==> src/rtl/sma_fb_inv.sv <==
// sma_fb_inv: inverse of the feedback moving average, rebuilding x from the running sum.
// Optional macro SMA_FB_INV_SAT_EN saturates out-of-range samples instead of wrapping them.
module sma_fb_inv #(
    parameter int DATA_W = 16,
    parameter int DEPTH  = 4,
    parameter int ACC_W  = DATA_W + $clog2(DEPTH)
) (
    input  logic              clk,
    input  logic              rst_n,
    input  logic              resync_i,
    input  logic [ACC_W-1:0]  acc_i,
    input  logic              in_valid_i,
    output logic              in_ready_o,
    output logic [DATA_W-1:0] x_o,
    output logic              out_valid_o,
    input  logic              out_ready_i,
    output logic              err_o
);
    typedef enum logic {RUN, ERR} state_t;
    state_t            state_q, state_d;
    logic [ACC_W-1:0]  acc_prev_q, acc_prev_d;
    logic [DATA_W-1:0] h_q [DEPTH];
    logic [DATA_W-1:0] h_d [DEPTH];
    logic [DATA_W-1:0] x_q, x_d, ovf;
    logic              out_valid_q, out_valid_d;
    logic [ACC_W:0]    d;
    logic [ACC_W+1:0]  r;
    logic              in_range, beat;

    assign in_ready_o  = !resync_i && (!out_valid_q || out_ready_i);
    assign beat        = in_valid_i && in_ready_o;
    assign d           = {acc_i[ACC_W-1], acc_i} - {acc_prev_q[ACC_W-1], acc_prev_q};
    assign r           = {d[ACC_W], d} + {{(ACC_W+2-DATA_W){h_q[DEPTH-1][DATA_W-1]}}, h_q[DEPTH-1]};
    // r fits DATA_W bits exactly when all bits from the DATA_W sign position upward agree
    assign in_range    = &r[ACC_W+1:DATA_W-1] || ~|r[ACC_W+1:DATA_W-1];
    assign x_o         = x_q;
    assign out_valid_o = out_valid_q;
    assign err_o       = state_q == ERR;
`ifdef SMA_FB_INV_SAT_EN
    assign ovf = r[ACC_W+1] ? {1'b1, {(DATA_W-1){1'b0}}} : {1'b0, {(DATA_W-1){1'b1}}};
`else
    assign ovf = r[DATA_W-1:0];
`endif

    always_comb begin
        state_d     = state_q;
        acc_prev_d  = acc_prev_q;
        h_d         = h_q;
        x_d         = x_q;
        out_valid_d = out_valid_q && !out_ready_i;
        if (beat && state_q == RUN) begin
            x_d         = in_range ? r[DATA_W-1:0] : ovf;
            out_valid_d = 1'b1;
            acc_prev_d  = acc_i;
            h_d[0]      = x_d;
            for (int i = 1; i < DEPTH; i++) h_d[i] = h_q[i-1];
            state_d     = in_range ? RUN : ERR;
        end
        if (resync_i) begin
            state_d     = RUN;
            acc_prev_d  = '0;
            h_d         = '{default: '0};
            x_d         = '0;
            out_valid_d = 1'b0;
        end
    end

    always_ff @(posedge clk or negedge rst_n) begin
        if (!rst_n) begin
            state_q     <= RUN;
            acc_prev_q  <= '0;
            h_q         <= '{default: '0};
            x_q         <= '0;
            out_valid_q <= 1'b0;
        end else begin
            state_q     <= state_d;
            acc_prev_q  <= acc_prev_d;
            h_q         <= h_d;
            x_q         <= x_d;
            out_valid_q <= out_valid_d;
        end
    end
endmodule

==> config.mk <==
export PLATFORM = sky130hd
export DESIGN_NAME = sma_fb_inv
export DESIGN_NICKNAME = d
export VERILOG_FILES = /design/src/rtl/sma_fb_inv.sv
export SDC_FILE = /design/constraint.sdc
export NUM_CORES = 1
export LEC_CHECK = 0
export ABC_AREA = 1
export CORE_UTILIZATION = 59
export DETAILED_ROUTE_END_ITERATION = 10
export PLACE_DENSITY = 0.79
export REMOVE_ABC_BUFFERS = 1
export SYNTH_ARGS = -nofsm -noshare
export SYNTH_HDL_FRONTEND = slang
export SYNTH_SLANG_ARGS = --single-unit
==> constraint.sdc <==
create_clock -name clk -period 2.8 [get_ports clk]
set_input_delay 0.28 -clock clk [delete_from_list [all_inputs] [get_ports clk]]
set_output_delay 0.28 -clock clk [all_outputs]
set_load 0.01 [all_outputs]
==> summary.txt <==
RR Endpoint -> err_o
Pleak -> 2.88 nW
H-tree depth -> 3
Sequential Power Share -> 0.399
crit path max fanout -> 5
largest net degree at the start of global routing -> 85
initial antenna violation count -> 0
Finished Layout Cells -> 756
IO Pins -> 42
total CTS buffers -> 9
xor and xnor area share after synthesis -> 0.00703
Setup violations, final -> 0
Placed Cells -> 740
worst reg-to-reg setup slack -> 0.30 ns
Final ANT Viol Nets -> 0
Power Density -> 614 nW/µm²
asr flop ratio synth -> 1.00
number of distinct library cells after synthesis -> 33
clk_lat worst skew -> 0.36 ns
Top Metal Used -> met4
sw frac -> 0.356
number of synthesized register bits -> 84
hold_buf cts -> 0
simple-gate share of the synthesized area -> 0.153
Reg clk slew, reported paths -> 0.08 ns
Clock Skew -> 0.00806 ns
CP arrival -> 2.81 ns
Die Width -> 93.9 µm
clk root buf -> clkbuf_8
status -> complete, no violations
Mapped Cells -> 603
clock group share of total power -> 0.220
cell taking the most area after synthesis -> dfrtp_1
clk sinks -> 84
Synth area leaders -> dfrtp_1 (42%), inv_1 (11%), fa_1 (7.2%)
Synth warnings -> 0
fmax -> 390 MHz
sequential area share after synthesis -> 0.422
Synth Area in Compound Gates -> 0.139
Worst EP required -> 3.04 ns
Final period util -> 0.917
Post-synth EDFFs -> 0
Setup crit end kind -> flip-flop
Slew @ Worst Pin -> 1.04 ns
Startpoint Class -> input port
metal2 WL -> 4.63 mm
wire length on met1 -> 4.59 mm
FF-to-FF Start -> acc_prev_q[8]
first-pass GRT wire length -> 17.0 mm
count leader, synth -> inv_1
vias per cell -> 5.17
DR pass1 iterations -> 4
largest family of logic cells by synthesized area -> buffers and inverters
row count -> 33
Avg Inst Size Synth -> 8.27 µm²
core area -> 8220 µm²
routed wl met3 -> 307 µm
DR iter-0 viols -> 197
gr usage total -> 0.245
DP HPWL -> 6.98 mm
number of global-route vias before repair -> 3878
RSZ-0062 raised after global routing -> no
DRC Markers -> 0
Synth Flop Type -> dfrtp_1
Post-Synth Adder-Cell Area -> 0.122
final wirelength -> 9.66 mm
P_sw -> 0.00124 W
drt wl/cell -> 12.8 µm
Worst Setup SP -> acc_i[8]
CP endpoint -> err_o
mux cell area share after synthesis -> 0
top-area cell type share of the netlist area -> 0.422
Final Critical Period -> 2.57 ns
IO buf count -> 41
Max Cap Violations -> 0
endpoints failing hold -> 0
Logic pwr share -> 0.381
worst-case vdd ir drop -> 351 µV
Die ar. -> 8820 µm²
synth cell count leaders -> inv_1 (150), nand2_1 (96), dfrtp_1 (84)
via count -> 3905
hold slack -> 0.0681 ns
# fillers -> 660
routability cong. -> 0.862
CTS tree -> done
Reg2Reg Depth -> 15
max-slew violations -> 0
starting density of the core -> 0.607
dpl ws -> -0.140 ns
share of layout cells above drive strength 1 -> 0.0922
chip height -> 93.9 µm
Sum Neg Setup Slack -> 0 ns
Final #Nets -> 707
Mapped Area -> 4990 µm²
Power Internal -> 0.00225 W
clk buf depth -> 2
n_diodes -> 0
relative slew slack -> 0.303
Area Overhead vs Synth -> 14.2%
kind of critical path -> in -> reg
Tot Pwr -> 0.00349 W
GR Overflow Total -> 0
worst setup margin -> 0.233 ns
type of the worst min-delay path -> in -> async
[final cells by class]
type / instances / area, µm² / area share
Clock buffer: 12 / 145 / 0.0255
Multi-Input combinational cell: 332 / 2100 / 0.370
Tap cell: 105 / 131 / 0.0231
Sequential cell: 84 / 2100 / 0.369
Timing Repair Buffer: 67 / 616 / 0.108
Clock inverter: 4 / 25.0 / 0.00439
Inverter: 152 / 571 / 0.100
[registers in the layout, summed over array words and instances, names as in the netlist]
name,cells
h_q,64
acc_prev_q,18
out_valid_o,1
err_o,1
[repair_timing]
| action | 4_1_cts | 5_1_grt |
|---|---|---|
| endpoints found under the hold margin | 0 | 0 |
| setup endpoints to repair | 0 | 1 |
| setup buffers | 0 | 0 |
| gates resized for setup | 0 | 1 |
[metrics by stage]
stage / cell area (µm²) / util
2_1_floorplan: 4770 / -
3_3_place_gp: 5520 / 0.672
3_5_place_dp: 5520 / 0.672
4_1_cts: 5690 / 0.693
5_1_grt: 5690 / 0.693
6_report: 5690 / 0.693
[layer usage]
metal,track usage,vias to the layer above
li1,-,1966
met1,0.325,1861
met2,0.412,67
met3,0.0340,11
met4,0.0897,0
met5,0,-
[worst min-delay path by stage]
stage	cells after the start	slack (ns)	end	startpoint
detailed placement	2	0.51	h_q[45]	h_q[61]
global route	1	0.20	h_q[27]	rst_n
floorplan	0	-0.02	acc_prev_q[0]	rst_n
CTS	1	0.15	h_q[27]	rst_n
global placement	2	0.49	acc_prev_q[0]	acc_prev_q[0]
finish	1	0.07	h_q[27]	rst_n
[worst max-delay path, stage by stage]
cell,delay (ns)
clkdlybuf4s50_1,0.45
inv_1,0.06
fa_1,0.54
inv_1,0.05
ha_1,0.35
nand2_2,0.13
inv_1,0.05
a21oi_1,0.17
nand3_2,0.14
nand2_1,0.11
nand2_1,0.06
nand2_1,0.05
nand2_1,0.06
nor2_1,0.11
nand3_1,0.07
nand3_1,0.07
nand2_1,0.06
[cells by family (layout without fill, tap and decap cells)]
kind of cell	after synthesis	after routing
AO/OA/AOI/OAI	120	120
XOR/XNOR	4	4
adder cells (fa/ha/maj)	38	38
buffers and inverters	187	235
flip-flops	84	84
AND/OR/NAND/NOR	170	170
[power by group through the flow]
stage	clock network (W)	logic, W	registers (W)
4_1_cts	0.000786	0.00133	0.00140
2_1_floorplan	0	0.000796	0.00143
6_report	0.000767	0.00133	0.00140
5_1_grt	0.000826	0.00150	0.00141
3_3_place_gp	0	0.00129	0.00141
3_5_place_dp	0	0.00132	0.00142
[cells in the final DEF, fill, tap and decap left out, drive strengths merged, types with 22 or more instances in the layout]
cell	synthesis	layout
nand3	31	31
nand2	102	102
dfrtp	84	84
inv	152	152
buf	34	27
o22ai	53	53
nor2	22	22
a21oi	27	27
clkdlybuf4s50	0	40
o21ai	31	31
(Power assumes the default switching activity.)
==> RTL change: new RTL, same settings <==
Add a define of `SMA_FB_INV_SAT_EN`.
--- a/src/rtl/sma_fb_inv.sv
+++ b/src/rtl/sma_fb_inv.sv
@@ -1,4 +1,6 @@
 // sma_fb_inv: inverse of the feedback moving average, rebuilding x from the running sum.
 // Optional macro SMA_FB_INV_SAT_EN saturates out-of-range samples instead of wrapping them.
+`define SMA_FB_INV_SAT_EN
+
 module sma_fb_inv #(
     parameter int DATA_W = 16,
Behaviour: not the same (a bounded check fails within 4 cycles, from zero or initial values and one cycle with rst_n low).
==> RTL change against the unedited design <==
Sequential cell count unchanged; hold slack improved by 0.016 ns; wire length increased by 33%; cell count increased by 9.3%; setup slack got worse by 0.26 ns; core utilization increased by 9.0 points; first-iteration DRC count increased by 37%; the flow now finishes with violations (negative setup slack); cell area increased by 19%; area after synthesis increased by 5.7%.
Power is not compared: it rests on default switching activity, and its combinational part moved more than twofold at a synthesized area within 25%.
==> RTL change: results <==
# TYPE chip_impl_metric gauge
chip_impl_metric{name="tightestPinTransition",unit="ns"} 1.044
chip_impl_info{name="path_delay_family",value="simple AND/OR/NAND/NOR gates"} 1
chip_impl_metric{name="layout_filler_cell_count",unit=""} 568
chip_impl_metric{name="initial_util",unit="%"} 60.76
chip_impl_metric{name="inv_count",unit=""} 145
chip_impl_info{name="synthTopCellsByArea",value="dfrtp_1, nand2_1, inv_1, fa_1, ha_1"} 1
chip_impl_metric{name="wl_met3",unit="um"} 613
chip_impl_metric{name="finalNetCount",unit=""} 776
chip_impl_metric{name="grtUsageMet3",unit="%"} 3.678
chip_impl_metric{name="seqAreaFraction",unit="%"} 30.93
chip_impl_metric{name="post_placement_setup_slack",unit="ns"} -0.5196
chip_impl_metric{name="detailedRoute.firstIterationViolations",unit=""} 270
chip_impl_metric{name="setup_viol",unit=""} 10
chip_impl_metric{name="global_route.usage.total",unit="%"} 26.70
chip_impl_info{name="synthTopCellsByCount",value="nand2_1, inv_1, dfrtp_1"} 1
chip_impl_metric{name="arrival",unit="ns"} 3.09
chip_impl_metric{name="clkCellAreaFrac",unit="%"} 2.633
chip_impl_metric{name="via_count",unit=""} 4406
chip_impl_metric{name="placement.cell_area",unit="mm^2"} 0.005904
chip_impl_metric{name="synth_compound_gate_area_share",unit="%"} 10.32
chip_impl_metric{name="tns",unit="ns"} -0.09614
chip_impl_metric{name="total_power",unit="uW"} 5174
chip_impl_metric{name="routed_wirelength",unit="mm"} 12.87
chip_impl_info{name="failed_checks",value="negative setup slack"} 1
chip_impl_metric{name="setup_slack",unit="ns"} -0.02406
chip_impl_info{name="outcome",value="complete, but fails checks"} 1
chip_impl_metric{name="route.met2.wl",unit="mm"} 6.415
chip_impl_metric{name="grt_use_met2",unit="%"} 44.42
chip_impl_metric{name="yosys.area_share.adder",unit="%"} 11.58
chip_impl_metric{name="route.detailed.vias_per_inst",unit=""} 5.334
chip_impl_metric{name="area_of_combinational_cells_with_multiple_inputs",unit="mm^2"} 0.002972
chip_impl_metric{name="drive_gt1_share",unit="%"} 31.34
chip_impl_metric{name="groute.layer.met1.usage",unit="%"} 35.92
chip_impl_metric{name="numPlacedInstances",unit=""} 800
chip_impl_metric{name="buffers",unit=""} 91
RTL change: cell types whose count changed in the layout (fill, tap and decap cells not counted), moves of 18 or more:
| cell | before | now |
|---|---|---|
| a21oi_1 | 27 | 9 |
| ha_4 | 0 | 18 |
| inv_1 | 150 | 112 |
| o22ai_1 | 53 | 33 |
| nand2_2 | 8 | 46 |
| ha_1 | 20 | 1 |
| inv_2 | 2 | 30 |
| buf_4 | 26 | 44 |
| nand2_1 | 94 | 115 |
RTL change: logic make-up after synthesis:
family          count (synthesis)
xor+xnor                       13
flops                          84
fa+ha+maj                      38
buf+inv                       179
simple gates                  236
compound gates                 96
RTL change: worst register-to-register path, delay by kind of cell (launching register included):
kind	cells	cell delay, ns
buffers and inverters	3	0.26
adders and majority gates	2	0.81
AOI/OAI and AO/OA	1	0.17
and+or+nand+nor	12	1.06
DFF	1	0.42
RTL change: worst paths after layout:
| path | start | to | slack (ns) | depth (start not counted) |
|---|---|---|---|---|
| setup / recovery | acc_prev_q[14]$_DFFE_PN0P_ | h_q[57]$_DFFE_PN0P_ | -0.02 | 18 |
| hold / removal | rst_n | h_q[13]$_DFFE_PN0P_ | 0.08 | 1 |
| setup reg to reg | acc_prev_q[14]$_DFFE_PN0P_ | h_q[57]$_DFFE_PN0P_ | -0.02 | 18 |
| hold reg to reg | h_q[52]$_DFFE_PN0P_ | h_q[36]$_DFFE_PN0P_ | 0.52 | 2 |
| max in group asynchronous | rst_n | h_q[31]$_DFFE_PN0P_ | 2.03 | 1 |
| min in group clk | acc_i[9] | acc_prev_q[9]$_DFFE_PN0P_ | 0.25 | 3 |
RTL change: what timing repair did:
item	in CTS	in global routing
gates resized for setup	30	104
pin swaps	8	59
buffers inserted	2	7
hold buffers	0	0
setup endpoints to repair	16	16
gates cloned	1	2
